File: src/rtl/piso_stream_if.sv
// Handshake bundle for piso_stream: word load side plus bit-serial output side.
interface piso_stream_if #(
  parameter int WIDTH = 8
);
  logic [WIDTH-1:0] p_in;
  logic             load_valid;
  logic             load_ready;
  logic             s_out;
  logic             s_valid;
  logic             s_last;
  logic             s_ready;
  logic             empty;

  modport master (
    output p_in, load_valid, s_ready,
    input  load_ready, s_out, s_valid, s_last, empty
  );

  modport slave (
    input  p_in, load_valid, s_ready,
    output load_ready, s_out, s_valid, s_last, empty
  );
endinterface

File: src/rtl/piso_stream.sv
// Parallel-in/serial-out converter: one WIDTH-bit word in, WIDTH serial beats out,
// with a load accepted on the final beat so consecutive words stream without a bubble.
module piso_stream #(
  parameter int WIDTH     = 8,
  parameter bit MSB_FIRST = 1'b0
) (
  input  logic          clk,
  input  logic          rst,
  piso_stream_if.slave  bus
);
  localparam int              CW       = $clog2(WIDTH);
  localparam logic [CW-1:0]   LAST_IDX = CW'(WIDTH - 1);
  localparam logic [CW-1:0]   CNT_ONE  = CW'(1);
  localparam logic [0:0]      ST_IDLE  = 1'b0;
  localparam logic [0:0]      ST_SHIFT = 1'b1;

  logic [0:0]       r_state;
  logic [WIDTH-1:0] r_shreg;
  logic [CW-1:0]    r_cnt;
  logic             r_valid;
  logic             r_last;
  logic             r_empty;

  logic [0:0]       w_state_nxt;
  logic [WIDTH-1:0] w_shreg_nxt;
  logic [CW-1:0]    w_cnt_nxt;
  logic [WIDTH-1:0] w_shifted;
  logic             w_at_last;
  logic             w_beat;
  logic             w_load_ready;
  logic             w_load;

  assign w_at_last    = (r_cnt == LAST_IDX);
  assign w_beat       = (r_state == ST_SHIFT) && bus.s_ready;
  assign w_load_ready = (r_state == ST_IDLE) || (w_beat && w_at_last);
  assign w_load       = bus.load_valid && w_load_ready;
  // Move the next bit into the output position, filling the vacated end with zero.
  assign w_shifted    = MSB_FIRST ? {r_shreg[WIDTH-2:0], 1'b0} : {1'b0, r_shreg[WIDTH-1:1]};

  // Next-state decode for state, shift register and bit counter.
  always_comb begin
    w_state_nxt = r_state;
    w_shreg_nxt = r_shreg;
    w_cnt_nxt   = r_cnt;
    case (r_state)
      ST_IDLE: begin
        if (w_load) begin
          w_state_nxt = ST_SHIFT;
          w_shreg_nxt = bus.p_in;
          w_cnt_nxt   = '0;
        end else begin
          w_state_nxt = ST_IDLE;
        end
      end
      ST_SHIFT: begin
        if (!w_beat) begin
          w_state_nxt = ST_SHIFT;
        end else if (!w_at_last) begin
          w_shreg_nxt = w_shifted;
          w_cnt_nxt   = r_cnt + CNT_ONE;
        end else if (w_load) begin
          w_shreg_nxt = bus.p_in;
          w_cnt_nxt   = '0;
        end else begin
          // Shift register is left untouched so s_out keeps the last bit while idle.
          w_state_nxt = ST_IDLE;
          w_cnt_nxt   = '0;
        end
      end
      default: begin
        w_state_nxt = ST_IDLE;
        w_shreg_nxt = '0;
        w_cnt_nxt   = '0;
      end
    endcase
  end

  // State and output registers; outputs are precomputed from the next state.
  always_ff @(posedge clk or posedge rst) begin
    if (rst) begin
      r_state <= ST_IDLE;
      r_shreg <= '0;
      r_cnt   <= '0;
      r_valid <= 1'b0;
      r_last  <= 1'b0;
      r_empty <= 1'b1;
    end else begin
      r_state <= w_state_nxt;
      r_shreg <= w_shreg_nxt;
      r_cnt   <= w_cnt_nxt;
      r_valid <= (w_state_nxt == ST_SHIFT);
      r_last  <= (w_state_nxt == ST_SHIFT) && (w_cnt_nxt == LAST_IDX);
      r_empty <= (w_state_nxt == ST_IDLE);
    end
  end

  assign bus.load_ready = w_load_ready;
  assign bus.s_out      = MSB_FIRST ? r_shreg[WIDTH-1] : r_shreg[0];
  assign bus.s_valid    = r_valid;
  assign bus.s_last     = r_last;
  assign bus.empty      = r_empty;
endmodule

File: src/flat_wrapper.sv
// flat-port wrapper written by rule: the top's interface ports become plain ports
module piso_stream_flat 
#(
  parameter int WIDTH     = 8,
  parameter bit MSB_FIRST = 1'b0
)
  (clk, rst, bus_p_in, bus_load_valid, bus_s_ready, bus_load_ready, bus_s_out, bus_s_valid, bus_s_last, bus_empty);
  piso_stream_if #(.WIDTH(WIDTH)) bus_i ();
  input  logic clk;
  input  logic rst;
  input wire logic [$bits(bus_i.p_in)-1:0] bus_p_in;
  input wire logic [$bits(bus_i.load_valid)-1:0] bus_load_valid;
  input wire logic [$bits(bus_i.s_ready)-1:0] bus_s_ready;
  output wire logic [$bits(bus_i.load_ready)-1:0] bus_load_ready;
  output wire logic [$bits(bus_i.s_out)-1:0] bus_s_out;
  output wire logic [$bits(bus_i.s_valid)-1:0] bus_s_valid;
  output wire logic [$bits(bus_i.s_last)-1:0] bus_s_last;
  output wire logic [$bits(bus_i.empty)-1:0] bus_empty;
  assign bus_i.p_in = bus_p_in;
  assign bus_i.load_valid = bus_load_valid;
  assign bus_i.s_ready = bus_s_ready;
  assign bus_load_ready = bus_i.load_ready;
  assign bus_s_out = bus_i.s_out;
  assign bus_s_valid = bus_i.s_valid;
  assign bus_s_last = bus_i.s_last;
  assign bus_empty = bus_i.empty;
  piso_stream #(.WIDTH(WIDTH), .MSB_FIRST(MSB_FIRST)) u_core (.clk(clk), .rst(rst), .bus(bus_i));
endmodule
File: config.mk
export PLATFORM = sky130hd
export DESIGN_NAME = piso_stream_flat
export DESIGN_NICKNAME = d
export VERILOG_FILES = /design/src/rtl/piso_stream_if.sv /design/src/rtl/piso_stream.sv /design/src/flat_wrapper.sv
export SDC_FILE = /design/constraint.sdc
export NUM_CORES = 1
export LEC_CHECK = 0
export CAP_MARGIN = 25
export CORE_AREA = 10 10 52 54
export DETAILED_ROUTE_END_ITERATION = 12
export DIE_AREA = 0 0 62 64
export PLACE_DENSITY = 0.77
export SLEW_MARGIN = 5
export SYNTH_ARGS = -nofsm -noshare
export SYNTH_HDL_FRONTEND = slang
export SYNTH_SLANG_ARGS = --single-unit
File: constraint.sdc
create_clock -name clk -period 1.8 [get_ports clk]
set_clock_uncertainty 0.15 [all_clocks]
set_input_delay 0.36 -clock clk [delete_from_list [all_inputs] [get_ports clk]]
set_output_delay 0.36 -clock clk [all_outputs]
set_load 0.02 [all_outputs]
* Word-level counts from Yosys, hierarchy flattened *
Index checks and enable logic that the tools add are counted.

storage, ports and cells
  input port bits = 12
  register bits after elaboration = 14

operators by class
  equal/unequal tests = 3
  multiplexer cells = 12
  bitwise operators = 2
  $add $sub $neg = 1
  reductions and logical operators = 5

operator list
  cell                   count
  $mux W8                3
  $pmux W8 S2            1
  $mux W3                3
  $eq A3 B3 Y1 const B   2
  $pmux W3 S2            1
  $logic_and A1 B1 Y1    4
  $add A3 B1 Y3 const B  1
  $mux W1                3
  $ne A2 B2 Y1 const B   1
  $not A1 Y1             2
  $pmux W1 S2            1
  $logic_or A1 B1 Y1     1

* Depth between registers and ports, before layout *
  word-level depth = 9
  mapped depth = 6

* Worst setup path after synthesis *
Ideal clock, no wire load.

  path kind = register to output
  start point = register u_core.r_cnt[0]
  end point = output port bus_load_ready
  arrival time = 1.086 ns
  stages on the path, launching flop included = 5
  buffers on the path = 0
  setup slack = 0.204 ns
  required time = 1.290 ns
  path through = dfrtp_1 -> ha_1 -> ha_1 -> a21boi_2 -> inv_1

between the ends
  longest elaborated chain between the ends = 3

ends and longest elaborated chain
  item                      line                RTL
  start: declaration        piso_stream.sv:19   logic [CW-1:0] r_cnt;
  start signal: assignment  piso_stream.sv:90   r_cnt <= w_cnt_nxt;
  $eq A3 B3 Y1              piso_stream.sv:33   assign w_at_last = (r_cnt == LAST_IDX);
  $logic_and A1 B1 Y1       piso_stream.sv:35   assign w_load_ready = (r_state == ST_IDLE) || (w_beat && w_at_last);
  $logic_or A1 B1 Y1        piso_stream.sv:35
  end: declaration          flat_wrapper.sv:14  output wire logic [$bits(bus_i.load_ready)-1:0] bus_load_ready;

No other way between the ends.

* Worst setup path after layout *
  start point = register u_core.r_cnt[1]
  end point = output port bus_load_ready

The elaborated chain is that of the path after synthesis.

==> results.ini <==
[status]
status = complete, but fails checks
violations = negative setup slack

[timing]
maxSlewViolCount = 0
worstMarginPinSlew_ns = 0.5232
setup-tns-final_ns = -0.1100
rsz0062_at_grt = true
timing.final.crit_share = 1.061
setup_slack_ns = -0.1100
hold_slack_ns = 0.2382
period_needed_ns = 1.910
finalHoldViolCount = 0
relSlewSlack = 0.6508
setup_viol = 1
max_freq_mhz = 523.5

[setup_path]
crit_buf_inv = 2
r2r_slack_ns = 0.07
ff2ff_path_depth = 7
critPathMaxFanout = 2
worstPathCellList = ha_2 > ha_4 > a21boi_2 > inv_1 > buf_6
critPathMaxStageDelay_ns = 0.39
r2r_start = u_core.r_cnt[1]
crit_required_ns = 1.29
setup.worst_path.class = reg2out
rr_endpoint = u_core.r_shreg[1]
arrival_ns = 1.40
slowest_stage = dfrtp_1
cp_top_family = flip-flops
critPathCaptureType = primary output
startpoint_type = flop

[global_routing]
grt_max_degree = 16
grt_pass1_vias = 688
grt-ovfl-total = 0
grt_pass1_wl_mm = 3.063
grt_antenna_before_repair = 0
grtUsageTotal = 0.1013

[clocking]
clock-sinks = 14
cts.path.max_buffers = 2
clock_latency_ns = 0.29
path_clk_slew_ns = 0.09
cts_made_buffers = 3
clock-root-buffer = clkbuf_4
ctsHtreeMaxLevel = 1
cts_setup_buffers = 0
cts_tree = built

[place]
hpwl_mm = 1.302
place.gp.congestion = 0.7608
portBuffers = 16

[route]
drt_iter0_drc = 46
firstDrtPassIters = 4
viasPerCell = 5.175
post_drt_wl_per_cell_microns = 14.29
route.detailed.drc = 0
vias = 652
final_antenna_net_count = 0
finalWirelength_mm = 1.801

[cells_and_area]
regArea_sq_um = 351.6
fillers = 143
diodes = 0
multi_input_area_sq_um = 314.1
final_nets = 116
area_growth_pct = 43.13
utilization = 0.6103
drive_gt1_frac = 0.2475

[logic_synthesis]
synth_commonest_cells = 19 x inv_1, 13 x dfrtp_1, 7 x a222oi_1, 7 x o22ai_1
synth_edf_count = 0
synth_cells = 74
netlist_area_sq_um = 728.2
synth.most_common_cell = inv_1
yosys_warnings = 0
synth_fp_nets = 88
synth-seq-cells = 14
postSynth.asyncResetShare = 1.000
synth_cell_type_count = 22
synthTopCellsByArea = dfrtp_1 45%, inv_1 9.8%, a222oi_1 9.6%
ys.flop_type = dfrtp_1
synth_area_per_cell_sq_um = 9.841
synth_top_area_share = 0.4467
yosysTopAreaCell = dfrtp_1
ys_seq_area_frac = 0.4828

[floorplanning]
die_h_microns = 64
io_pins = 17
core_area_sq_um = 1708
initial_core_util = 0.4264
fp-row-count = 15
die_area_sq_um = 3968
die-width_microns = 62

[power]
p_per_area_nw_per_um2 = 1400
p_leak_nw = 0.5093
ir_drop_mv = 0.7660

[job]
cap_violations = 0

[hold_path]
worstHoldPathType = in2async

metal layers:
layer  part of all wire  global-route usage
met5                  0                   0
met4              0.024             0.05866
met3              0.072             0.03360
met2               0.50              0.1641
met1               0.41              0.1100
kinds of logic after synthesis:
family,synth area share
adder cells (fa/ha/maj),0.03436
multiplexers,0.03093
flip-flops,0.4828
buffers and inverters,0.1306
AND/OR/NAND/NOR,0.07906
AO/OA/AOI/OAI,0.2423
stage by stage:
step                      instance area, sq um  std cells  power (W)  worst slack [ns]
after floorplan                          728.2         74  0.0009099            0.2041
after global placement                   970.9        122   0.001137           -0.3012
after detailed placement                 970.9        122   0.001171           -0.3056
after CTS                                 1003        126   0.001395           -0.1564
after global routing                      1042        126   0.001564           -0.1493
final                                     1042        126   0.001459           -0.1100
cell usage in the layout, fill, tap and decap left out, types with 2 or more instances in the layout:
cell / instances
inv_1: 18
dfrtp_1: 13
clkdlybuf4s50_1: 12
buf_4: 10
a222oi_1: 7
o22ai_1: 6
nor2_1: 3
clkbuf_4: 3
mux2_2: 2
a22o_1: 2
o21ai_0: 2
nand2_1: 2
nand3_1: 2
a21oi_1: 2
worst register-to-register path: stages (launching register included):
cell      delay [ns]
dfrtp_1         0.39
ha_2            0.20
ha_4            0.16
buf_4           0.13
nand2b_1        0.17
buf_4           0.16
o22ai_1         0.13
a222oi_1        0.08
how the worst max path moves through the flow:
stage | from | end | slack [ns] | depth (start not counted)
final | u_core.r_cnt[1] | bus_load_ready | -0.11 | 5
after global routing | u_core.r_cnt[1] | bus_load_ready | -0.15 | 5
after CTS | u_core.r_cnt[0] | bus_load_ready | -0.16 | 5
after detailed placement | bus_s_ready | bus_load_ready | -0.31 | 4
after global placement | bus_s_ready | bus_load_ready | -0.30 | 4
after floorplan | u_core.r_cnt[0] | bus_load_ready | 0.20 | 4
registers in the layout (all words and copies together), names as in the netlist:
signal / flops
u_core.r_shreg: 8
u_core.r_cnt: 3
u_core.bus.empty: 1
u_core.bus.s_last: 1
u_core.r_state: 1
repair_timing:
| item | CTS | global route |
|---|---|---|
| hold buffers | 0 | 0 |
| setup endpoints to repair | 8 | 9 |
| pin swaps | 1 | 3 |
| endpoints found under the hold margin | 0 | 0 |
| gates resized for setup | 7 | 10 |
| gates cloned | 0 | 0 |
where the power goes:
group / total (W) / switching, W / internal [W]
Sequential: 0.000543 / 0.0000970 / 0.000446
Clock: 0.000237 / 0.000114 / 0.000124
Combinational: 0.000679 / 0.000305 / 0.000374
Total: 0.00146 / 0.000516 / 0.000944
area by class of cell:
cell class | count | area share
Sequential cell | 14 | 0.3373
Timing Repair Buffer | 26 | 0.2281
Tap cell | 25 | 0.03001
Inverter | 19 | 0.06843
Multi-Input combinational cell | 38 | 0.3013
Clock buffer | 4 | 0.03481
(Power assumes the default switching activity.)
